### config.mk
export PLATFORM = sky130hd
export DESIGN_NAME = multu_datapath
export DESIGN_NICKNAME = d
export VERILOG_FILES = /design/src/rtl/multu_pkg.sv /design/src/rtl/multu_acc_adder.sv /design/src/rtl/multu_datapath.sv
export SDC_FILE = /design/constraint.sdc
export NUM_CORES = 1
export LEC_CHECK = 0
export CORE_UTILIZATION = 27
export CTS_BUF_LIST = sky130_fd_sc_hd__clkbuf_8 sky130_fd_sc_hd__clkbuf_16
export DETAILED_ROUTE_END_ITERATION = 10
export GPL_TIMING_DRIVEN = 0
export PLACE_DENSITY = 0.56
export SLEW_MARGIN = 0
export SYNTH_ARGS = -nofsm -noshare
export SYNTH_HDL_FRONTEND = slang
export SYNTH_SLANG_ARGS = --single-unit
export TNS_END_PERCENT = 50
### constraint.sdc
create_clock -name mClk -period 8 [get_ports mClk]
set_input_delay 1.6 -clock mClk [delete_from_list [all_inputs] [get_ports mClk]]
set_output_delay 1.6 -clock mClk [all_outputs]
set_load 0.1 [all_outputs]
### src/rtl/multu_pkg.sv
// Shared definitions for the unsigned multiply control and datapath:
// operand width and the encodings of the a_s and add0 control lines.
package multu_pkg;

    localparam int MULTU_WIDTH = 32;

    // Phase select on a_s: add step, then shift step.
    typedef enum logic {
        ADD   = 1'b0,
        SHIFT = 1'b1
    } a_s_e;

    // Addend select on add0 during the add step.
    typedef enum logic {
        ADD_MCAND = 1'b0,
        ADD_ZERO  = 1'b1
    } add0_e;

endpackage

### src/rtl/multu_acc_adder.sv
// Accumulator adder for the shift-add multiplier: WIDTH-bit unsigned add
// with the carry out presented separately so it can land in the product
// register's extra top bit.
module multu_acc_adder
    import multu_pkg::*;
#(
    parameter int WIDTH = MULTU_WIDTH
) (
    input  logic [WIDTH-1:0] a,
    input  logic [WIDTH-1:0] b,
    output logic [WIDTH-1:0] sum,
    output logic             carry
);

    logic [WIDTH:0] full;

    assign full  = {1'b0, a} + {1'b0, b};
    assign sum   = full[WIDTH-1:0];
    assign carry = full[WIDTH];

endmodule

### src/rtl/multu_datapath.sv
// Shift-add unsigned multiplier datapath. A 2*WIDTH+1 bit product register
// starts as {0, zeros, multiplier}; each add step conditionally adds the
// multiplicand into the upper half (carry in the top bit) and each shift
// step moves the whole register right by one. After WIDTH add/shift pairs
// the low 2*WIDTH bits hold the product.
//
// Optional feature macro MULTU_HILO_EN: adds hi/lo capture registers and a
// result_valid/result_ack handshake. Without it, hi/lo are taken straight
// from the product register and result_valid simply follows mult_done.
module multu_datapath
    import multu_pkg::*;
#(
    parameter int WIDTH = MULTU_WIDTH
) (
    input  logic             mClk,
    input  logic             reset,
    input  logic             load,
    input  logic [WIDTH-1:0] mcand_in,
    input  logic [WIDTH-1:0] mplier_in,
    input  logic             add0,
    input  logic             a_s,
    input  logic             mult_done,
    input  logic             result_ack,
    output logic             prod_LSB,
    output logic [WIDTH-1:0] hi,
    output logic [WIDTH-1:0] lo,
    output logic             result_valid
);

    logic [2*WIDTH:0] prod;
    logic [WIDTH-1:0] mcand;
    logic [WIDTH-1:0] add_sum;
    logic             add_carry;

    multu_acc_adder #(
        .WIDTH (WIDTH)
    ) u_adder (
        .a     (prod[2*WIDTH-1:WIDTH]),
        .b     (mcand),
        .sum   (add_sum),
        .carry (add_carry)
    );

    // Product and multiplicand registers: load, then add/shift until frozen.
    always_ff @(posedge mClk or posedge reset) begin
        if (reset) begin
            prod  <= '0;
            mcand <= '0;
        end else if (load) begin
            prod  <= {1'b0, {WIDTH{1'b0}}, mplier_in};
            mcand <= mcand_in;
        end else if (!mult_done) begin
            if (a_s == SHIFT) begin
                // Carry in the top bit drops into bit 2W-1; top bit clears.
                prod <= {1'b0, prod[2*WIDTH:1]};
            end else if (add0 == ADD_MCAND) begin
                prod[2*WIDTH:WIDTH] <= {add_carry, add_sum};
            end
        end
    end

    // Zero-latency so the control can decide this cycle's add.
    assign prod_LSB = prod[0];

`ifdef MULTU_HILO_EN
    logic [WIDTH-1:0] hi_q;
    logic [WIDTH-1:0] lo_q;
    logic             valid_q;
    logic             armed;

    // Capture hi/lo once per load on the first mult_done, then hold valid until acked.
    always_ff @(posedge mClk or posedge reset) begin
        if (reset) begin
            hi_q    <= '0;
            lo_q    <= '0;
            valid_q <= 1'b0;
            armed   <= 1'b0;
        end else if (load) begin
            valid_q <= 1'b0;
            armed   <= 1'b1;
        end else if (mult_done && armed) begin
            // Capture beats a coincident acknowledge.
            hi_q    <= prod[2*WIDTH-1:WIDTH];
            lo_q    <= prod[WIDTH-1:0];
            valid_q <= 1'b1;
            armed   <= 1'b0;
        end else if (result_ack) begin
            valid_q <= 1'b0;
        end
    end

    assign hi           = hi_q;
    assign lo           = lo_q;
    assign result_valid = valid_q;
`else
    logic unused_ack;

    assign unused_ack   = result_ack;
    assign hi           = prod[2*WIDTH-1:WIDTH];
    assign lo           = prod[WIDTH-1:0];
    assign result_valid = mult_done & ~load & ~reset;
`endif

endmodule

==> run metrics <==
total global-route track usage 15.0%; Synth Cell Area 0.00644 mm²; sequential element share of the synthesized area 37.7%; final-layout fill cell count 2,434; H-Tree Depth 3; Post-Route WL 17.4 mm; starting density of the core 27.5%; die area 0.0245 mm²; via density per instance 4.67; Gate Count Post-Synth 676; worst vdd ir 0.000111 V; commonest cells after routing, fill and taps aside clkdlybuf4s50_1, dfrtp_1, nand2_1; Reg area 0.00243 mm²; drt drc 0; CTS buffer count 9; Iter 0 DRT Violations 263; floorplan row count 56; vias in the first global route 5,346; Port-buffer cells 134; initial antenna violation count 0; commonest non-fill, non-tap cell in the layout clkdlybuf4s50_1; Synth Register Bits 97; most used flip-flop cell after synthesis dfrtp_1; ANT nets after route 0; gr ovfl total 0; Cell variety after synth 66; CP Launch Type input port; WP data required 6.40 ns; PD cells 272 mW/mm²; Final Slew Violations 0; Final TNS setup 0 ns; Nets 926; Post-Syn Area per Cell 9.53 µm²; post-DR wirelength/cell 15.2 µm; diodes inserted 0; Synthesized Nets 780; Root Buffer clkbuf_16; largest net degree at the start of global routing 57; WP data arrival 4.26 ns; Max-slew headroom 30.8%; CTS clk-pin slew, worst paths 0.07 ns; GPL Wtd Cong 0.863; layout cell share with drive strength beyond 1 16.6%; post-CTS sizing 0; min Tclk post-route 5.86 ns; worst min path class reg2reg; area of the multi-input gates 0.00334 mm²; first-pass GRT wire length 28.4 mm; DP HPWL 13.3 mm; Hold Buf Count CTS 0; via count 5,354; outcome completed; I/O pin cnt 137; CP endpoint kind output port; critical path class in2out; core area 0.0235 mm²; width of the die 157 µm; asr flop ratio synth 100%; endpoints failing setup 0; Final period util 73.3%; final hold violation count 0; die height 157 µm; layout overhead on the synthesized area 31.8%; Lkg Pwr 3.74 nW; Max Root-Sink Buffers 2; CTS tree done; hold slack 0.485 ns; fmax 171 MHz; number of max-cap violations 0; Skew-Pair Late Insertion Delay 0.36 ns; Max Fanout on Critical Path 10; clk_skew 0.00788 ns; clock net sink count 97; Post-synth EDFFs 0; DRT Pass-1 Iters 4; postcts setup bufs 0; Ys Warns 0; RSZ-0062 raised after global routing no; worst slew pin tran 1.03 ns
-- final timing paths --
check | start | to | slack [ns] | depth (start not counted)
setup / recovery | load | result_valid | 2.14 | 5
hold / removal | prod[64] | prod[64] | 0.48 | 2
setup reg to reg | prod[32] | prod[62] | 5.16 | 9
hold reg to reg | prod[64] | prod[64] | 0.48 | 2
max in group asynchronous | reset | mcand[19] | 5.64 | 3
min in group asynchronous | reset | prod[29] | 1.69 | 2
-- per-layer routing --
| metal | global-route usage, % | vias up | part of all wire [%] |
|---|---|---|---|
| li1 | - | 2681 | - |
| met1 | 19.5 | 2536 | 46 |
| met2 | 22.8 | 121 | 45 |
| met3 | 4.82 | 16 | 7.3 |
| met4 | 5.88 | 0 | 1.7 |
| met5 | 0 | - | 0 |
-- synth_stat cells (all sizes together), types with 10 or more instances --
| library cell | n | area (µm²) |
|---|---|---|
| xnor2 | 10 | 87.6 |
| a22oi | 15 | 113 |
| nand2 | 74 | 278 |
| clkbuf | 26 | 98.8 |
| xor2 | 11 | 96.3 |
| a21o | 13 | 97.6 |
| nor2 | 23 | 86.3 |
| a21oi | 37 | 185 |
| dfrtp | 97 | 2430 |
| ha | 32 | 400 |
| o21ai | 70 | 354 |
| mux2i | 36 | 360 |
| buf | 78 | 547 |
| mux2 | 32 | 360 |
-- power breakdown --
group	internal [mW]	switching [mW]	leakage [nW]
registers	0.566	0.0795	1.21
logic	0.417	0.822	2.41
clock network	0.213	0.209	0.124
total	1.20	1.11	3.74
-- state kept, by name (all words and copies together) (netlist names) --
register / flops
prod: 65
mcand: 32
-- metrics by stage --
stage	cells	total power, mW	util, %	worst slack, ns	cell area (µm²)
after floorplan	676	1.61	-	2.23	6440
after global placement	1129	1.89	34.9	2.11	8190
after detailed placement	1130	1.90	35.0	2.11	8220
after CTS	1146	2.33	36.2	2.10	8490
after global routing	1146	2.44	36.2	2.00	8490
final	1146	2.31	36.2	2.14	8490
-- logic make-up (layout without fill, tap and decap cells) --
family	after synthesis	in the layout	synth area share [%]
AND/OR/NAND/NOR	151	151	10.9
adder cells (fa/ha/maj)	33	33	6.52
buffers and inverters	112	263	10.5
flip-flops	97	97	37.7
multiplexers	68	68	11.2
XOR/XNOR	21	21	2.85
AO/OA/AOI/OAI	194	194	20.4
-- final cells by class --
| type | count | area share, % |
|---|---|---|
| buffer | 104 | 7.60 |
| clock inverter | 7 | 0.619 |
| inverter | 8 | 0.383 |
| clock buffer | 9 | 2.65 |
| tap | 319 | 4.70 |
| sequential | 97 | 28.6 |
| multi-input combinational | 467 | 39.3 |
| timing repair buffer | 135 | 16.1 |
-- worst max-delay path, stage by stage --
cell	delay (ns)
clkdlybuf4s50_1	0.48
clkbuf_1	0.41
buf_1	0.60
nor3_1	0.14
clkdlybuf4s50_1	1.03
Power figures use the tool's default switching activity.
